**src/rtl/decision_wait_driver.sv**
```systemverilog
// Clocked initiator for a two-phase decision-wait element: issues fire/a1/a2 transitions and
// synchronises the z1/z2 replies. Optional WAIT timeout and HALT state under `DW_TIMEOUT_EN.
module decision_wait_driver #(
  parameter int SYNC_STAGES    = 2,
  parameter int TIMEOUT_CYCLES = 1024
) (
  input  logic clk,
  input  logic rst,
  input  logic req_valid,
  input  logic req_sel,
  output logic req_ready,
  output logic done,
  output logic done_sel,
  output logic protocol_err,
  output logic timeout,
  output logic a1,
  output logic a2,
  output logic fire,
  input  logic z1,
  input  logic z2
);

  if (SYNC_STAGES < 2 || SYNC_STAGES > 4 || TIMEOUT_CYCLES < 1) begin : g_bad_param
    $error("decision_wait_driver: illegal SYNC_STAGES or TIMEOUT_CYCLES");
  end

  typedef enum logic [1:0] {IDLE, WAIT, HALT} state_t;

  state_t state, state_next;

  logic [SYNC_STAGES-1:0] z1_sync, z2_sync;
  logic mism1, mism2, accept, ack, other_err, timeout_hit;
  logic sel_q, last_sel;

  // NOTE: sequential state is always written with <= so every flop samples pre-edge values.
  always_ff @(posedge clk) begin
    if (rst) begin
      z1_sync <= '0;
      z2_sync <= '0;
    end else begin
      z1_sync <= {z1_sync[SYNC_STAGES-2:0], z1};
      z2_sync <= {z2_sync[SYNC_STAGES-2:0], z2};
    end
  end

  // A channel is outstanding while its request phase differs from the synchronised reply.
  assign mism1     = z1_sync[SYNC_STAGES-1] ^ a1;
  assign mism2     = z2_sync[SYNC_STAGES-1] ^ a2;
  assign accept    = req_valid & req_ready;
  assign ack       = (state == WAIT) & (sel_q ? ~mism2 : ~mism1);
  assign other_err = sel_q ? mism1 : mism2;

`ifdef DW_TIMEOUT_EN
  localparam int CW = $clog2(TIMEOUT_CYCLES + 1);

  logic [CW-1:0] wait_cnt;
  logic          timeout_q;

  // The acknowledge wins over an expiry landing in the same cycle.
  assign timeout_hit = (state == WAIT) & ~ack & (wait_cnt == CW'(TIMEOUT_CYCLES - 1));
  assign timeout     = timeout_q;

  always_ff @(posedge clk) begin
    if (rst) begin
      wait_cnt  <= '0;
      timeout_q <= 1'b0;
    end else begin
      if (accept)              wait_cnt <= '0;
      else if (state == WAIT)  wait_cnt <= wait_cnt + CW'(1);
      if (timeout_hit)         timeout_q <= 1'b1;
    end
  end
`else
  assign timeout_hit = 1'b0;
  assign timeout     = 1'b0;
`endif

  always_ff @(posedge clk) begin
    if (rst) state <= IDLE;
    else     state <= state_next;
  end

  // NOTE: every combinational output gets a default first so no latch is inferred.
  always_comb begin
    state_next = state;
    case (state)
      IDLE:    if (accept) state_next = WAIT;
      WAIT:    if (ack) state_next = IDLE;
               else if (timeout_hit) state_next = HALT;
      HALT:    state_next = HALT;
      default: state_next = IDLE;
    endcase
  end

  // req_ready stays low through the done cycle because the state is still WAIT there.
  always_comb begin
    req_ready = (state == IDLE);
    done      = ack;
    done_sel  = ack ? sel_q : last_sel;
  end

  always_ff @(posedge clk) begin
    if (rst) begin
      a1           <= 1'b0;
      a2           <= 1'b0;
      fire         <= 1'b0;
      sel_q        <= 1'b0;
      last_sel     <= 1'b0;
      protocol_err <= 1'b0;
    end else begin
      if (accept) begin
        fire  <= ~fire;
        sel_q <= req_sel;
        if (req_sel) a2 <= ~a2;
        else         a1 <= ~a1;
      end
      if (ack) last_sel <= sel_q;
      if ((state == IDLE && (mism1 | mism2)) ||
          (state == WAIT && (other_err | timeout_hit)))
        protocol_err <= 1'b1;
    end
  end

endmodule

```
**config.mk**
```make
export PLATFORM = sky130hd
export DESIGN_NAME = decision_wait_driver
export DESIGN_NICKNAME = d
export VERILOG_FILES = /design/src/rtl/decision_wait_driver.sv
export SDC_FILE = /design/constraint.sdc
export NUM_CORES = 1
export LEC_CHECK = 0
export ABC_AREA = 1
export CORE_AREA = 3 3 40 42
export DETAILED_ROUTE_END_ITERATION = 8
export DIE_AREA = 0 0 43 45
export PLACE_DENSITY = 0.67
export SYNTH_ARGS = -nofsm -noshare
export SYNTH_HDL_FRONTEND = slang
export SYNTH_SLANG_ARGS = --single-unit
```
**constraint.sdc**
```tcl
create_clock -name clk -period 1.45 [get_ports clk]
set_clock_uncertainty 0.2 [all_clocks]
set_input_delay 0.435 -clock clk [delete_from_list [all_inputs] [get_ports clk]]
set_output_delay 0.435 -clock clk [all_outputs]
set_load 0.05 [all_outputs]
```
==> flow_metrics.tcl <==
set metrics [dict create \
    clk_path_buf_depth 2 \
    worstSetupEndpointType "output pin" \
    syn-instance-count 71 \
    violations "setup timing" \
    cap_violations 0 \
    nets 105 \
    cts_inserted_buffers 3 \
    layout_common_cells "10 x buf_4, 9 x inv_1, 7 x nand2_2, 7 x buf_12" \
    ff2ff_path_depth 9 \
    grt_pass1_wl_mm 1.86 \
    dr.pass1.iters 1 \
    clock-sinks 12 \
    dieArea_um2 1940 \
    yosys_warnings 0 \
    start_util 0.416 \
    leakagePower_nw 0.418 \
    maxClockFrequency_ghz 0.513 \
    finalWirelength_mm 1.11 \
    wl_per_cell_um 9.88 \
    viasPerCell 4.37 \
    grt_pass1_vias 489 \
    worst_setup_path_start_kind "register" \
    dr.max_layer_used "met4" \
    powerDensity_nw_per_um2 991 \
    die_w_um 43 \
    critPathArrivalTime_ns 1.31 \
    slew_violations 0 \
    cp-startpoint "a1$_SDFFE_PP0P_" \
    overflow 0 \
    antennaDiodeCount 0 \
    syn-cell-area_um2 534 \
    dpl.hpwl_um 844 \
    min_from "z2_sync[0]$_SDFF_PP0_" \
    wl_met2_um 545 \
    area_growth_pct 69.8 \
    finalHoldViolCount 0 \
    num_io_pins 14 \
    grt_usage 0.137 \
    drive_gt1_frac 0.557 \
    vias 489 \
    yosysUniqueCellTypes 20 \
    setup_ws_ns -0.498 \
    avgSynthCellArea_um2 7.52 \
    met3WireLength_um 60 \
    clk_latency_ns 0.27 \
    antenna_found_initial 0 \
    min_period_ns 1.95 \
    htree_levels 1 \
    final_common_cell "buf_4" \
    ys_ff_latch 12 \
    rows 13 \
    seq_area_um2 255 \
    holdPathStages 2 \
    fillerInstances 90 \
    reg2reg_from "a1$_SDFFE_PP0P_" \
    required_ns 0.82 \
    die_h_um 45 \
    clockRootBuffer "clkbuf_4" \
    min_period_over_period 1.34 \
    multiInputGateArea_um2 248 \
    dpl_worst_slack_ns -0.228 \
    hold_class "register to register" \
    hold_buffers 0 \
    io_buffers 12 \
    ant_nets 0 \
    drc_errors 0 \
    wl_met1_um 466 \
    rsz0062_at_grt "true" \
    path_clk_slew_ns 0.07 \
    first_iter_violations 0 \
    critical_path_class "register to output pin" \
    status "finished with violations" \
    synthesis.nets 77 \
    ys_seq_area_frac 0.450 \
    place_congestion 0.728 \
    crit_fanout 3 \
    final-setup-viol-count 5 \
    power_w 0.000899 \
    core_um2 1280 \
    vdd_drop_max_mv 0.573 \
    cts_tree "yes" \
    grt_max_degree 7 \
]
synthesized netlist by cell type:
| cell type | n | share of area |
|---|---|---|
| a211oi_1 | 1 | 0.014 |
| a21oi_1 | 5 | 0.047 |
| and2_1 | 1 | 0.012 |
| buf_4 | 1 | 0.014 |
| clkbuf_1 | 1 | 0.0070 |
| conb_1 | 1 | 0.0070 |
| dfxtp_1 | 12 | 0.45 |
| inv_1 | 14 | 0.098 |
| inv_2 | 2 | 0.014 |
| nand2_1 | 10 | 0.070 |
| nand2_2 | 3 | 0.035 |
| nand2_4 | 1 | 0.021 |
| nand3_1 | 3 | 0.028 |
| nand3_2 | 1 | 0.019 |
| nand3b_1 | 1 | 0.014 |
| nor2_1 | 7 | 0.049 |
| nor2_2 | 2 | 0.023 |
| nor2_4 | 2 | 0.042 |
| o21ai_1 | 2 | 0.019 |
| xor2_1 | 1 | 0.016 |
report_power, final:
part	leakage, nW	internal, W	total, W	switching (W)
Sequential	0.102	0.000355	0.000374	0.0000185
Combinational	0.301	0.000159	0.000322	0.000163
Clock	0.0138	0.0000962	0.000204	0.000107
through the flow:
stage	util	hold slack, ns	instances	cell area (um^2)	setup TNS (ns)
after CTS	0.690	0.211	112	887	-1.34
after global placement	0.641	0.191	106	823	-0.822
final	0.706	0.209	112	907	-1.15
after floorplan	-	0.188	71	551	-0.507
after detailed placement	0.641	0.201	106	823	-0.964
after global routing	0.706	0.222	112	907	-1.37
critical path, stage by stage (launching register included):
cell and delay [ns]:
dfxtp_4 0.35, inv_2 0.05, nand2_2 0.04, and2_4 0.13
nor2_2 0.07, nand2_1 0.07, nand2_2 0.10, clkinvlp_4 0.09
buf_12 0.15
cell type report:
cell class / instances / area share
timing repair buffer: 25 / 0.330
tap: 15 / 0.0207
inverter: 16 / 0.0703
clock buffer: 3 / 0.0248
multi-input combinational: 41 / 0.273
sequential: 12 / 0.281
sequential cells by signal (all words and copies together) (netlist names):
signal        flops
state             2
a1                1
a2                1
last_sel          1
z2_sync           2
protocol_err      1
sel_q             1
z1_sync           2
fire              1
worst paths after layout:
| kind | endpoint | slack (ns) |
|---|---|---|
| max reg2reg | last_sel$_SDFF_PP0_ | 0.08 |
| max | done_sel | -0.50 |
| min | z2_sync[1]$_SDFF_PP0_ | 0.21 |
| min reg2reg | z2_sync[1]$_SDFF_PP0_ | 0.21 |
routing by layer:
layer  GRT usage  up-vias
li1            -      264
met4       0.127        0
met1       0.136      209
met5           0        -
met3      0.0359        4
met2       0.234       12
repair_timing:
action / 4_1_cts / 5_1_grt
buffers inserted: 3 / 1
pin swaps: 1 / 2
resized for setup: 8 / 11
setup endpoints to repair: 6 / 8
cell families (layout without fill, tap and decap cells):
| family | Yosys count | count (layout) | synth area share |
|---|---|---|---|
| buffers and inverters | 18 | 44 | 0.133 |
| AO/OA/AOI/OAI | 8 | 8 | 0.0796 |
| XOR/XNOR | 1 | 1 | 0.0164 |
| AND/OR/NAND/NOR | 31 | 31 | 0.314 |
| flip-flops | 12 | 12 | 0.450 |
| other | 1 | 1 | 0.00702 |
Note: power is estimated with default switching activity, not from simulation.
